--- config.mk ---
export PLATFORM = sky130hd
export DESIGN_NAME = shot_resolver
export DESIGN_NICKNAME = d
export VERILOG_FILES = /design/src/rtl/shot_pkg.sv /design/src/rtl/shot_resolver_step_timer.sv /design/src/rtl/shot_resolver.sv
export SDC_FILE = /design/constraint.sdc
export NUM_CORES = 1
export LEC_CHECK = 0
export BUFFER_PORTS_ARGS = -buffer_cell sky130_fd_sc_hd__buf_2
export CORE_ASPECT_RATIO = 0.8
export CORE_MARGIN = 1.5
export CORE_UTILIZATION = 54
export DETAILED_ROUTE_END_ITERATION = 8
export HOLD_SLACK_MARGIN = 0.06
export PLACE_DENSITY = 0.83
export SLEW_MARGIN = 30
export SYNTH_ARGS = -nofsm -noshare
export SYNTH_HDL_FRONTEND = slang
export SYNTH_SLANG_ARGS = --single-unit
--- constraint.sdc ---
create_clock -name clk -period 4.65 [get_ports clk]
set_input_delay 1.1625 -clock clk [delete_from_list [all_inputs] [get_ports clk]]
set_output_delay 1.1625 -clock clk [all_outputs]
set_load 0.01 [all_outputs]
--- src/rtl/shot_pkg.sv ---
// rtl/shot_pkg.sv - shared types and widths for the shot resolver
package shot_pkg;
    localparam int COORD_W = 5;
    localparam int Y_TOP   = 31;
    localparam int SCORE_W = 8;
    localparam int MISS_W  = 4;

    typedef enum logic [1:0] {
        IDLE,
        FLY,
        RESOLVE,
        OVER
    } state_t;
endpackage

--- src/rtl/shot_resolver_step_timer.sv ---
// rtl/shot_resolver_step_timer.sv - modulo-STEP_CYCLES counter with terminal-count tick
module step_timer #(
    parameter int STEP_CYCLES = 4
) (
    input  logic clk,
    input  logic reset_n,
    input  logic clear,
    input  logic en,
    output logic tick
);
    localparam int CW = (STEP_CYCLES > 1) ? $clog2(STEP_CYCLES) : 1;
    localparam logic [CW-1:0] TERM = CW'(STEP_CYCLES - 1);

    logic [CW-1:0] cnt_q;
    logic [CW-1:0] cnt_d;

    assign tick = en && (cnt_q == TERM);

    always_comb begin
        cnt_d = cnt_q;
        if (clear) begin
            cnt_d = '0;
        end else if (en) begin
            cnt_d = tick ? '0 : cnt_q + 1'b1;
        end
    end

    always_ff @(posedge clk) begin
        if (!reset_n) begin
            cnt_q <= '0;
        end else begin
            cnt_q <= cnt_d;
        end
    end
endmodule

--- src/rtl/shot_resolver.sv ---
// rtl/shot_resolver.sv - shot flight, hit/miss resolution, score and game-over tracking
module shot_resolver
    import shot_pkg::*;
#(
    parameter int STEP_CYCLES = 4,
    parameter int MAX_MISS    = 3
) (
    input  logic               clk,
    input  logic               reset_n,
    input  logic               shoot,
    input  logic [COORD_W-1:0] player_x,
    input  logic [COORD_W-1:0] target_x,
    input  logic [COORD_W-1:0] target_y,
    output logic               result_valid,
    output logic               hit,
    output logic               shot_active,
    output logic [COORD_W-1:0] shot_x,
    output logic [COORD_W-1:0] shot_y,
    output logic [SCORE_W-1:0] score,
    output logic [MISS_W-1:0]  misses,
    output logic               game_over
);
    state_t             state_q;
    logic [COORD_W-1:0] shot_x_q;
    logic [COORD_W-1:0] shot_y_q;
    logic               hit_q;
    logic [SCORE_W-1:0] score_q;
    logic [MISS_W-1:0]  misses_q;
    logic               result_valid_q;
    logic               shot_active_q;
    logic               game_over_q;

    logic               accept;
    logic               step_tick;
    logic               match;

    assign accept = (state_q == IDLE) && shoot;
    assign match  = (shot_x_q == target_x) && (shot_y_q == target_y);

    step_timer #(
        .STEP_CYCLES (STEP_CYCLES)
    ) u_step_timer (
        .clk     (clk),
        .reset_n (reset_n),
        .clear   (accept),
        .en      (state_q == FLY),
        .tick    (step_tick)
    );

    always_ff @(posedge clk) begin
        if (!reset_n) begin
            state_q        <= IDLE;
            shot_x_q       <= '0;
            shot_y_q       <= '0;
            hit_q          <= 1'b0;
            score_q        <= '0;
            misses_q       <= '0;
            result_valid_q <= 1'b0;
            shot_active_q  <= 1'b0;
            game_over_q    <= 1'b0;
        end else begin
            case (state_q)
                IDLE: begin
                    if (shoot) begin
                        shot_x_q      <= player_x;
                        shot_y_q      <= '0;
                        shot_active_q <= 1'b1;
                        state_q       <= FLY;
                    end
                end
                FLY: begin
                    // A match wins over the row step and the top-of-field miss.
                    if (match) begin
                        hit_q          <= 1'b1;
                        score_q        <= (score_q == '1) ? score_q : score_q + 1'b1;
                        result_valid_q <= 1'b1;
                        shot_active_q  <= 1'b0;
                        state_q        <= RESOLVE;
                    end else if (step_tick) begin
                        if (shot_y_q == COORD_W'(Y_TOP)) begin
                            hit_q          <= 1'b0;
                            misses_q       <= misses_q + 1'b1;
                            result_valid_q <= 1'b1;
                            shot_active_q  <= 1'b0;
                            state_q        <= RESOLVE;
                        end else begin
                            shot_y_q <= shot_y_q + 1'b1;
                        end
                    end
                end
                RESOLVE: begin
                    result_valid_q <= 1'b0;
                    if (misses_q == MISS_W'(MAX_MISS)) begin
                        game_over_q <= 1'b1;
                        state_q     <= OVER;
                    end else begin
                        state_q <= IDLE;
                    end
                end
                OVER: begin
                    state_q <= OVER;
                end
                default: begin
                    state_q <= IDLE;
                end
            endcase
        end
    end

    assign result_valid = result_valid_q;
    assign hit          = hit_q;
    assign shot_active  = shot_active_q;
    assign shot_x       = shot_x_q;
    assign shot_y       = shot_y_q;
    assign score        = score_q;
    assign misses       = misses_q;
    assign game_over    = game_over_q;
endmodule

== After elaboration in Yosys (flattened, before gate mapping) ==
Index checks and enable logic that the tools add are counted.

* $add $sub $neg: 4
* Equal/unequal tests: 15
* Mux-type cells: 22
* Bitwise gates (word level): 3
* Reduce and logical (&&, ||, !) cells: 18

{| class="wikitable"
|+ Operator list
! cell !! count
|-
| $mux W5 || 4
|-
| $mux W2 || 6
|-
| $reduce_and A3 Y1 || 4
|-
| $eq A5 B5 Y1 || 2
|-
| $pmux W5 S2 || 1
|-
| $add A8 B1 Y8 const B || 1
|-
| $eq A8 B8 Y1 const B || 1
|-
| $mux W1 || 8
|-
| $ne A2 B2 Y1 const B || 4
|-
| $pmux W2 S4 || 1
|-
| $reduce_and A4 Y1 || 2
|-
| $reduce_bool A2 Y1 || 4
|-
| $eq A2 B2 Y1 const B || 3
|-
| $ne A3 B3 Y1 const B || 2
|-
| $add A5 B1 Y5 const B || 1
|-
| $eq A5 B5 Y1 const B || 1
|-
| $reduce_and A5 Y1 || 1
|-
| $add A4 B1 Y4 const B || 1
|-
| $eq A4 B2 Y1 const B || 1
|-
| $pmux W1 S2 || 2
|-
| $reduce_and A2 Y1 || 2
|-
| $logic_and A1 B1 Y1 || 3
|-
| $not A1 Y1 || 3
|-
| $add A2 B1 Y2 const B || 1
|-
| other kinds (3) || 3
|}

* Register bits: 30
* Input bits: 18
* Output and inout port bits: 26
* Word-level logic and storage cells: 72

== Depth between registers and ports, before layout ==
Gate-level depths: netlist of the first run.

* Depth in word-level cells: 5
* Depth in mapped cells: 7
* Gate-level depth less buffers: 7

== Cells and area by module ==
From an unflattened synthesis of the first run, not the netlist that was laid out.

* Cell total of the unflattened synthesis: 191
* Area, all modules: 1641.6 sq um

{| class="wikitable"
|+ Modules (own cells, without submodules)
! module !! instances !! cells an instance !! area an instance (sq um) !! seq. area each (sq um)
|-
| shot_resolver || 1 || 181 || 1539.0 || 560.5
|-
| step_timer || 1 || 10 || 102.6 || 40.0
|}

== Worst setup path before layout of the first run ==
No wires, ideal clock.

* Path type: input to register
* From: input port target_y[4]
* To: register score_q[3], in the netlist score[3]
* Library setup time: 70 ps
* Data arrival time: 2488 ps
* Required time: 4580 ps
* Setup slack: 2092 ps
* Stages on the path: 6
* Path buffers: 1
* Path through: xor2_1 -> nor4_1 -> nand3_1 -> buf_2 -> or4_1 -> a21oi_1

* Word-level cells in the longest chain between the ends: 3

{| class="wikitable"
|+ RTL lines
! item !! line !! source
|-
| start: declaration || shot_resolver.sv:13 || <nowiki>input logic [COORD_W-1:0] target_y,</nowiki>
|-
| $eq A5 B5 Y1 || shot_resolver.sv:38 || <nowiki>assign match = (shot_x_q == target_x) && (shot_y_q == target_y);</nowiki>
|-
| $logic_and A1 B1 Y1 || shot_resolver.sv:38 ||
|-
| $reduce_and A3 Y1 (no source line) || -- ||
|-
| end signal: assignment || shot_resolver.sv:75 || <nowiki>score_q <= (score_q == '1) ? score_q : score_q + 1'b1;</nowiki>
|-
| end: declaration || shot_resolver.sv:27 || <nowiki>logic [SCORE_W-1:0] score_q;</nowiki>
|}

Every way passes these cells.
A chain may end at the register's enable or synchronous reset.

== Final worst setup path of the first run ==
* From: input port target_y[4]
* To: register score_q[7], in the netlist score[7]

The elaborated chain is that of the path after synthesis.

==> run summary, run 1 <==
Summing over every cut layer, the via total after detailed routing is 1461. The root buffer cell chosen for the clock tree is sky130_fd_sc_hd__clkbuf_4. The post-route core utilization is 0.700. The overall die area is 3080 µm². The number of global-route vias before repair was 1349. The count of fill cells added during filler insertion came out at 220.

The post-synthesis cell type with the largest combined area is sky130_fd_sc_hd__dfxtp_1. The average vias per placed instance came out at 5.66. The synthesized design contains 30 register bits. The aggregate global-route resource usage came out at 0.246.

The average cell area after synthesis came out at 8.21 µm². The final layout contains 244 nets. By area the synthesized netlist is led by sky130_fd_sc_hd__dfxtp_1, sky130_fd_sc_hd__nand2_1, sky130_fd_sc_hd__a21oi_1. The number of cells upsized or downsized after cts came out at 0. The run finished with clean final reports. The worst setup skew after layout came out at 0.00940 ns. The final hold violation count came out at 0.

The reported max-cap violation count came out at 0. The number of antenna diodes in the final layout is 0. The synthesized cell area came out at 1490 µm². The synthesized netlist cell count came out at 181. The average wire per cell in the routed design is 13.4 µm. Counting along the longest clock path gives a buffer depth of 2.

The length of the first detailed-routing pass in iterations came out at 5. The routability-driven placement congestion ratio is 0.781. The count of different cell masters after synthesis is 32. The share of total power dissipated in combinational logic is 0.088. The pin count of the biggest net entering global routing is 21.

The buffering stage count on the worst path with inverters included came out at 1. For this run, design rule violations remaining after detail routing come to 0. The source-to-sink clock delay at the later pin of the worst-skew pair came out at 0.33 ns. For this design the total switching power over the nets is 0.000121 W. The analysis attributes to cell leakage a power of 0.822 nW. The number of antenna violations at the first check in global routing came out at 0. The die height came out at 49.9 µm. The share of Yosys cell area claimed by the top area cell type is 0.404. The signal on the critical path passes through buf_2 -> xor2_1 -> nor4_1 -> nand3_1 -> or4_1 -> a21oi_1.

Setup repair after global routing left no endpoint under its margin. At the pin with the least slew margin, the transition time is 0.674 ns. The cell internal power dissipation came out at 0.000350 W. The clock transition at the register clock pins on the worst setup and hold paths after CTS came out at 0.09 ns. In this run the core area contains 16 standard-cell rows. The worst max-slew margin expressed relative to the limit came out at 0.547. The number of buffers added by the clock tree synthesis step is 5. The standard cell with the maximum stage delay on the critical path is sky130_fd_sc_hd__or4_1. The width of the die came out at 61.6 µm. The footprint of the multi-input gates came out at 827 µm². The wire-length estimate of the detail-placed layout is 2.51 mm. The synthesized net count is 204.

The worst-case setup slack after placement is 1.45 ns. Among cell families on the critical path, the largest total delay comes from simple AND/OR/NAND/NOR gates. Registers take 601 µm².

The final setup TNS is 0 ns. The element type at the critical path end is a register. In this run, the number of DRC markers left after iteration 0 of detailed routing was 74. The minimum period implied by the final worst setup slack is 2.87 ns. The share of total power dissipated in sequential elements is 0.562. The routed design has 3.46 mm of wire.

The standard cell core area is 2520 µm². The required time of the critical path came out at 4.91 ns. Compared with the post-synthesis result, the final layout area differs by 19.0%. For this run the aggregate overflow at the end of global routing stands at 0.

The share of total power dissipated in the clock network is 0.350. The post-route worst setup slack came out at 1.78 ns. In this run the worst hold path is classified as register to register. The buffers inserted during post-CTS setup optimization came out at 0.

The arrival time at the worst endpoint came out at 3.12 ns. Of the available clock period, the critical path in the final layout requires 0.617. The count of H-tree levels built during CTS is 2.

The clock drives 30 sinks. The top fanout value on the critical path came out at 20. Across the VDD grid, the largest voltage drop is 0.186 mV. TritonCTS built the clock tree. Of the total power, the share spent switching nets is 0.256. The final-report setup violation count came out at 0. The delay of the slowest cell on the worst path came out at 0.68 ns.

The setup path with the least slack is of type input pin to register. The power per cell area came out at 267 nW/µm². The number of warnings issued by yosys came out at 0.

Input and output buffers added on the ports amount to 43. Once detail routing completed, the nets flagged for antenna violations numbered 0. Of the cells placed in the final design, the portion with a size suffix greater than 1 is 0.239. The initial core utilization is 0.589.

The part of the Yosys area used for sequential elements is 0.404. The count of hold buffers inserted by post-cts repair came out at 0. The max-slew violation count is 0. The I/O pin count is 44. STA classifies the critical path startpoint as an input pin. Timing would allow up to 0.349 GHz. The global-route wire length before repair is 5.67 mm.
[synthesized netlist by cell type]
cell / count
sky130_fd_sc_hd__a211oi_1: 1
sky130_fd_sc_hd__a21oi_1: 18
sky130_fd_sc_hd__a31oi_1: 1
sky130_fd_sc_hd__a41oi_1: 1
sky130_fd_sc_hd__and2b_1: 1
sky130_fd_sc_hd__and3_1: 6
sky130_fd_sc_hd__and4_1: 1
sky130_fd_sc_hd__buf_2: 1
sky130_fd_sc_hd__clkbuf_1: 9
sky130_fd_sc_hd__dfxtp_1: 30
sky130_fd_sc_hd__ha_1: 5
sky130_fd_sc_hd__inv_1: 5
sky130_fd_sc_hd__mux2_2: 1
sky130_fd_sc_hd__mux2i_1: 5
sky130_fd_sc_hd__nand2_1: 27
sky130_fd_sc_hd__nand2b_1: 3
sky130_fd_sc_hd__nand3_1: 13
sky130_fd_sc_hd__nand4_1: 2
sky130_fd_sc_hd__nor2_1: 9
sky130_fd_sc_hd__nor3_1: 2
sky130_fd_sc_hd__nor4_1: 3
sky130_fd_sc_hd__nor4_2: 1
sky130_fd_sc_hd__o2111ai_1: 1
sky130_fd_sc_hd__o21ai_0: 8
sky130_fd_sc_hd__o22ai_1: 1
sky130_fd_sc_hd__o311ai_0: 1
sky130_fd_sc_hd__o31ai_1: 5
sky130_fd_sc_hd__o41ai_1: 1
sky130_fd_sc_hd__or3_1: 2
sky130_fd_sc_hd__or3b_2: 1
sky130_fd_sc_hd__or4_1: 6
sky130_fd_sc_hd__xor2_1: 10
[flip-flops by register name, summed over array words and instances (netlist names)]
name,flops
game_over,1
shot_y,5
shot_active,1
shot_x,5
misses,4
result_valid,1
score,8
u_step_timer.cnt_q,2
state_q,2
hit,1
[layout by cell type, fill, tap and decap left out, drive strengths merged, types with 2 or more instances in the layout]
cell,n
a21oi,18
and3,6
buf,43
clkbuf,7
dfxtp,30
ha,5
inv,5
mux2i,5
nand2,27
nand2b,3
nand3,13
nand4,2
nor2,9
nor3,2
nor4,4
o21ai,8
o31ai,5
or3,2
or4,6
xor2,10
[worst reg2reg max path: cells and delay by family, from the launching register on]
family,cells,cell delay [ns]
compound gates,1,0.15
simple gates,3,1.56
flops,1,0.36
xor+xnor,1,0.18
[final cells by class]
type | instances | share of cell area
well taps | 36 | 0.0255
flip-flops and latches | 30 | 0.340
clock inverters | 1 | 0.00283
repair buffers | 43 | 0.122
inverters | 5 | 0.0106
multi-input cells | 136 | 0.468
clock buffers | 7 | 0.0312
[per-stage QoR]
step	std cells	hold WS (ns)	area [µm²]	total power, W
floorplan	181	0.440	1490	0.000296
global placement	250	0.443	1710	0.000310
detailed placement	250	0.448	1710	0.000312
CTS	258	0.464	1770	0.000474
global route	258	0.481	1770	0.000490
finish	258	0.465	1770	0.000471
[path summary, 6_finish.rpt]
path	cells past startpoint	from	slack, ns	to
max	6	target_y[4]	1.78	score[7]
min	2	hit	0.47	hit
max reg2reg	5	shot_y[4]	2.33	score[7]
min reg2reg	2	hit	0.47	hit
[cells by family after synthesis]
family / Yosys count / synth area share
adders and majority gates: 5 / 0.0421
muxes: 6 / 0.0413
DFF: 30 / 0.404
and+or+nand+nor: 77 / 0.265
AOI/OAI and AO/OA: 38 / 0.150
buffers and inverters: 15 / 0.0387
xor gates and xnor gates: 10 / 0.0590
[power groups by stage]
stage / Sequential [W] / Combinational (W) / Clock, W
detailed placement: 0.000271 / 0.0000410 / 0
finish: 0.000265 / 0.0000413 / 0.000165
global placement: 0.000271 / 0.0000390 / 0
CTS: 0.000265 / 0.0000411 / 0.000167
global route: 0.000266 / 0.0000462 / 0.000178
floorplan: 0.000272 / 0.0000240 / 0
[layer usage]
layer  global-route usage  wire (µm)
met1                0.321       1530
met2                0.384       1650
met3               0.0656        236
met4               0.0922         49
met5                    0          0
(Power assumes the default switching activity.)
==> run 2: changes to the inputs <==
--- a/config.mk
+++ b/config.mk
@@ -8,10 +8,10 @@
 export BUFFER_PORTS_ARGS = -buffer_cell sky130_fd_sc_hd__buf_2
 export CORE_ASPECT_RATIO = 0.8
 export CORE_MARGIN = 1.5
-export CORE_UTILIZATION = 54
+export CORE_UTILIZATION = 46
 export DETAILED_ROUTE_END_ITERATION = 8
 export HOLD_SLACK_MARGIN = 0.06
-export PLACE_DENSITY = 0.83
+export PLACE_DENSITY = 0.75
 export SLEW_MARGIN = 30
 export SYNTH_ARGS = -nofsm -noshare
 export SYNTH_HDL_FRONTEND = slang
==> constraint.sdc (replaced) <==
create_clock -name clk -period 2.4 [get_ports clk]
set_input_delay 0.6 -clock clk [delete_from_list [all_inputs] [get_ports clk]]
set_output_delay 0.6 -clock clk [all_outputs]
set_load 0.01 [all_outputs]
==> run 2 against run 1 <==
  * Worst hold slack is essentially flat
  * Global-route usage shrank 3.1 points
  * Core utilization is 10 points lower
==> run summary, run 2 (same netlist as run 1, synthesis figures left out) <==
The flow ran to the end, and the final reports show no timing, DRC or antenna violations. The share of total power dissipated in the clock network is 0.455. The min-delay analysis places its worst path in the category register to register.

The source-to-sink clock delay at the later pin of the worst-skew pair came out at 0.28 ns. The clock transition at the register clock pins on the worst setup and hold paths after CTS is 0.07 ns. The worst pin sits at a relative slew slack of 0.689.

The number of antenna violations at the first check in global routing is 0. The buffers inserted during post-CTS setup optimization is 0. Once layout is complete, the utilization of the core stands at 0.597. Setup repair after global routing left no endpoint under its margin. The average wire per cell in the routed design came out at 13.3 µm.

In the layout the commonest cells are sky130_fd_sc_hd__buf_2, sky130_fd_sc_hd__dfxtp_1, sky130_fd_sc_hd__nand2_1. The count of H-tree levels built during CTS came out at 2. In the final design database the tool counted 247 nets.

The CTS root buffer is sky130_fd_sc_hd__clkbuf_8. The final-report setup violation count is 0. STA classifies the critical path endpoint as a register.

The maximum vdd drop came out at 0.539 mV. The top fanout value on the critical path came out at 8. The diode insertion count for antenna repair is 0. The number of placed cells counting well taps came out at 257.

Leaving out fill and tap cells, the most frequent cell in the layout is sky130_fd_sc_hd__buf_2. The standby leakage power came out at 0.859 nW. The number of cells upsized or downsized after cts came out at 0. Fill cells in the final layout number 273. The die height is 53.8 µm.

The worst setup skew after layout came out at 0.00493 ns. The via count came out at 1414. The final hold violation count was 0.

After the first detailed-routing iteration, the DRC count stood at 109. By startpoint and endpoint, the worst setup path is classified as register to register. Adding up every negative setup slack in the final design gives 0 ns. Of the total power, the share spent switching nets is 0.227. The width of the die is 66.5 µm. Power comes to 0.00109 W.

The register with the most flip-flops in the layout has 8 of them. The peak clock frequency supported by timing is 0.509 GHz. The initial core utilization is 0.481. The number of buffers added by the clock tree synthesis step is 5. The HPWL after detailed placement is 2.50 mm. The fraction of layout cells with a size suffix above 1 is 0.253. After layout, the minimum clock period comes to 1.96 ns. The net switching power of the design came out at 0.000248 W. The arrival time at the worst endpoint came out at 2.17 ns. CTS saw 30 sinks. The max-slew violation count is 0. Across every metal layer, demand over resource in global routing totals 0.215.

The kind of start point of the critical path is a register. The count of non-filler cells in the finished layout came out at 265. TritonCTS built the clock tree. Hold repair after CTS inserted 0 buffers. The area growth from synthesis to layout is 24.1%. The row count is 18. The reported max-cap violation count is 0.

The worst hold slack after final layout came out at 0.465 ns. For the worst setup path, the data required time is 2.60 ns. The total detailed-routing wirelength is 3.52 mm. The final routed DRC violation total is 0. The count of port buffers added during placement came out at 43. For this design the ratio of total power to cell area is 593 nW/µm².

The standard cell core area is 3090 µm². The pin count of the biggest net entering global routing is 21. In the finished design, the share of the clock period the worst path needs comes to 0.819. Dividing the detail-routed via count by the number of cells gives 5.34. The length of the first detailed-routing pass in iterations is 4. The routability-driven placement congestion ratio is 0.764. The first global-routing pass estimated 5.71 mm of wire. The power share of the sequential group came out at 0.470.

The I/O pin count is 44. The overall die area is 3580 µm². The share of total power in combinational logic came out at 0.075. For the pin with the worst max-slew slack, the measured transition is 0.466 ns. The cell internal power dissipation came out at 0.000845 W. The maximum number of buffers from clock root to sink is 2. The remaining antenna violation count after routing came out at 0. The number of global-route vias before repair came out at 1215. The overflow left after global routing came out at 0.
-- run 2: power groups by stage --
stage / combinational (W) / sequential (W) / clock [W]
3_3_place_gp: 0.0000803 / 0.000525 / 0
6_report: 0.0000823 / 0.000514 / 0.000497
3_5_place_dp: 0.0000809 / 0.000525 / 0
2_1_floorplan: 0.0000464 / 0.000527 / 0
4_1_cts: 0.0000821 / 0.000514 / 0.000499
5_1_grt: 0.0000924 / 0.000515 / 0.000528
-- run 2: path summary, 6_finish.rpt --
kind	cells past startpoint	to	start	slack, ns
hold reg to reg	2	hit	hit	0.47
setup / recovery	6	misses[3]	shot_y[0]	0.44
setup reg to reg	6	misses[3]	shot_y[0]	0.44
hold / removal	2	hit	hit	0.47
-- run 2: final cells by class --
class	instances	area [µm²]	area share
repair buffers	46	238	0.129
inverters	5	18.8	0.0102
clock inverters	3	40.0	0.0217
clock buffers	5	68.8	0.0373
multi-input cells	136	827	0.449
flip-flops and latches	30	601	0.326
well taps	40	50.0	0.0272
-- run 2: stage by stage --
stage	instance area, µm²	setup slack (ns)
final	1840	0.436
after global routing	1840	0.238
after CTS	1840	0.444
after detailed placement	1730	0.155
after global placement	1730	0.210
after floorplan	1490	0.404
-- run 2: critical path: stages (launching register included) --
cell	delay [ns]
sky130_fd_sc_hd__dfxtp_1	0.45
sky130_fd_sc_hd__ha_1	0.22
sky130_fd_sc_hd__and3_1	0.16
sky130_fd_sc_hd__ha_1	0.21
sky130_fd_sc_hd__nand3_1	0.23
sky130_fd_sc_hd__or4_1	0.45
sky130_fd_sc_hd__a21oi_1	0.16
-- run 2: layer usage --
layer	global-route usage	share of wire	vias to the layer above
met3	0.0586	0.059	6
met2	0.325	0.45	30
met4	0.0918	0.015	0
met5	0	0	-
li1	-	-	730
met1	0.291	0.47	648
==> run 3: changes to the inputs <==
==> constraint.sdc (replaced) <==
create_clock -name clk -period 1.7 [get_ports clk]
set_input_delay 0.425 -clock clk [delete_from_list [all_inputs] [get_ports clk]]
set_output_delay 0.425 -clock clk [all_outputs]
set_load 0.01 [all_outputs]
==> run 3 against run 2 <==
  * The flow now finishes with violations (setup timing)
  * Sequential power grew 41%
  * Via count grew 13%
  * First-iteration DRC count shrank 28%
  * Sequential share of layout area shrank 4.7 points
  * Final area grew 19%
  * Maximum frequency grew 11%
  * Die area is the same
  * Largest power group unchanged
  * Worst hold slack lost 0.095 ns
  * Cell count grew 12%
  * Sequential cell count is the same
  * Highest routed layer unchanged
  * Total power grew 33%
==> run summary, run 3 (same netlist as run 1, synthesis figures left out) <==
In the layout the commonest cells are sky130_fd_sc_hd__buf_2, sky130_fd_sc_hd__buf_4, sky130_fd_sc_hd__nand2_1. Setup violations remaining at the end of the flow were counted as 8. The remaining antenna violation count after routing came out at 0. The switching part of the total power came out at 0.242. In this run the tightest slew margin relative to its limit is 0.787.

The TritonCTS sink count is 30. The standard cell core area is 3090 µm². The via count is 1603. Summed over all nets, the half-perimeter wirelength after detailed placement is 2.83 mm. The reported max-cap violation count came out at 0.

The count of fill cells added during filler insertion came out at 228. The maximum vdd drop came out at 0.579 mV. The number of cells on the worst hold path came out at 3.

The number of global-route vias before repair came out at 1334. The register with the most flip-flops in the layout has 8 of them. After global routing the overflow that remains totals 0. The routability-driven placement congestion ratio came out at 0.805.

The clock network fraction of design power is 0.404. The slack of the worst reg-to-reg path is -0.08 ns. The endpoint of the worst hold path is shot_x[1]. Setup repair after global routing could not meet its margin everywhere. The post-route worst setup slack came out at -0.0765 ns.

The internal portion of the total power is 0.00110 W. The average wire per cell in the routed design is 14.1 µm. The net switching power of the design is 0.000351 W. The overall die area came out at 3580 µm². The width of the die came out at 66.5 µm.

The initial utilization of the core area, before any placement, comes to 0.481. The worst hold path class is input pin to register. The post-route clock period utilization came out at 1.05. The CTS root buffer is sky130_fd_sc_hd__clkbuf_8. Across every metal layer, demand over resource in global routing totals 0.247. The count of H-tree levels built during CTS is 2. The number of cells on the worst reg-to-reg path is 7. TritonCTS built the clock tree. In the routed design, unresolved DRC markers number 0. The total detailed-routing wirelength is 4.16 mm. The iteration-0 DRC count of the detailed router came out at 78. Timing would allow up to 0.563 GHz. The floorplan step set the die height to 53.8 µm.

The I/O pin count came out at 44. The worst setup skew after layout is 0.00607 ns. The worst register-to-register path ends at score[0]. Along the worst path, the maximum fanout reaches 6. The count of non-filler cells in the finished layout is 296. After clock tree synthesis, the clock-pin slew on the worst setup and hold paths is 0.06 ns. The area of all placed cells without fillers came out at 2190 µm².

The power per cell area came out at 663 nW/µm². The slew of the pin with the lowest slew margin came out at 0.316 ns. The startpoint of the worst-slack reg-to-reg timing path is shot_y[3]. The required time of the critical path came out at 1.92 ns.

Leaving out fill and tap cells, the most frequent cell in the layout is sky130_fd_sc_hd__buf_2. The multi-input combinational cells in the finished layout cover a total of 938 µm². The count of hold buffers inserted by post-cts repair came out at 0. The length of the first detailed-routing pass in iterations is 4. The source-to-sink clock delay at the later pin of the worst-skew pair is 0.28 ns.

The pin count of the biggest net entering global routing is 17. The total cell area at the placement stage came out at 1950 µm². The kind of start point of the critical path is a register. The final hold violation count was 0. The flow ran to the end, but the final reports show violations.

The power share of the sequential group is 0.499. For this run, the post-layout net count is 278. The maximum number of buffers from clock root to sink is 2. The count of buffers added on input and output ports is 43. In this run, CTS created clock tree buffers numbering 5. The fraction of layout cells with a size suffix above 1 came out at 0.430. The worst setup path is captured at a register. The number of antenna diodes in the final layout is 0.

Using the TritonRoute via totals, the vias-per-cell ratio works out to 5.42. The initialized floorplan defines 18 standard-cell rows. For this design the static power due to leakage is 1.00 nW. The type of the setup path with the least slack is register to register. The global-route wire length before repair is 6.36 mm. The number of placed cells counting well taps is 285.

The max-slew violation count was 0. The start point of the worst min-delay path is player_x[1]. The storage element area came out at 609 µm².

The checks that failed: setup timing. Data arrives at the worst endpoint at 2.00 ns. The share of total power dissipated in combinational logic is 0.097.

The number of antenna violations at the first check in global routing is 0. The area growth from synthesis to layout is 47.3%. The minimum period implied by the final worst setup slack came out at 1.78 ns.
## run 3: changes by cell type in the layout (fill, tap and decap cells not counted), sizes merged
cell,previous run,this run
buf,46,77
clkbuf,5,7
bufinv,1,0
clkinv,2,1
## run 3: worst max-delay path by stage
stage,from,end,slack (ns),depth (start not counted)
floorplan,target_x[1],score[2],-0.08,6
global placement,target_x[1],score[7],-0.28,7
detailed placement,target_x[1],score[7],-0.31,7
CTS,shot_y[4],score[2],-0.11,6
global route,shot_y[4],score[0],-0.14,7
finish,shot_y[3],score[0],-0.08,7
## run 3: timing repair
item	4_1_cts	5_1_grt
resized for setup	13	18
pin swaps	6	4
cloned	1	0
setup buffers	2	0
setup endpoints to repair	14	21
## run 3: layout make-up
class / instances / share of cell area
Clock buffer: 7 / 0.0395
Clock inverter: 1 / 0.00229
Inverter: 5 / 0.00858
Multi-Input combinational cell: 136 / 0.429
Sequential cell: 30 / 0.279
Tap cell: 40 / 0.0229
Timing Repair Buffer: 77 / 0.219
## run 3: per-stage QoR
stage / worst slack (ns) / hold slack, ns / total power (W) / util / TNS (ns)
4_1_cts: -0.110 / 0.376 / 0.00145 / 0.682 / -0.582
2_1_floorplan: -0.0754 / 0.440 / 0.000810 / - / -0.249
3_3_place_gp: -0.278 / 0.444 / 0.000869 / 0.631 / -3.32
6_report: -0.0765 / 0.370 / 0.00145 / 0.709 / -0.258
5_1_grt: -0.139 / 0.400 / 0.00150 / 0.709 / -1.04
3_5_place_dp: -0.313 / 0.452 / 0.000870 / 0.631 / -3.70
## run 3: routing by layer
metal | track usage | vias to the layer above | routed length (µm)
met4 | 0.139 | 0 | 74
met5 | 0 | - | 0
met2 | 0.370 | 32 | 1970
met3 | 0.0607 | 7 | 147
met1 | 0.328 | 762 | 1970
li1 | - | 802 | -
## run 3: worst max-delay path: stages (launching register included)
cell and delay [ns]:
sky130_fd_sc_hd__dfxtp_1 0.32, sky130_fd_sc_hd__xor2_1 0.16, sky130_fd_sc_hd__nor4_2 0.29, sky130_fd_sc_hd__nand3_1 0.17, sky130_fd_sc_hd__buf_6 0.17, sky130_fd_sc_hd__buf_4 0.13, sky130_fd_sc_hd__or3_1 0.35, sky130_fd_sc_hd__a21oi_2 0.11
## run 3: power groups by stage
stage	Combinational, W	Clock (W)	Sequential (W)
after floorplan	0.0000656	0	0.000744
after global placement	0.000129	0	0.000739
after detailed placement	0.000130	0	0.000740
after CTS	0.000134	0.000591	0.000724
after global routing	0.000155	0.000623	0.000724
final	0.000140	0.000586	0.000723
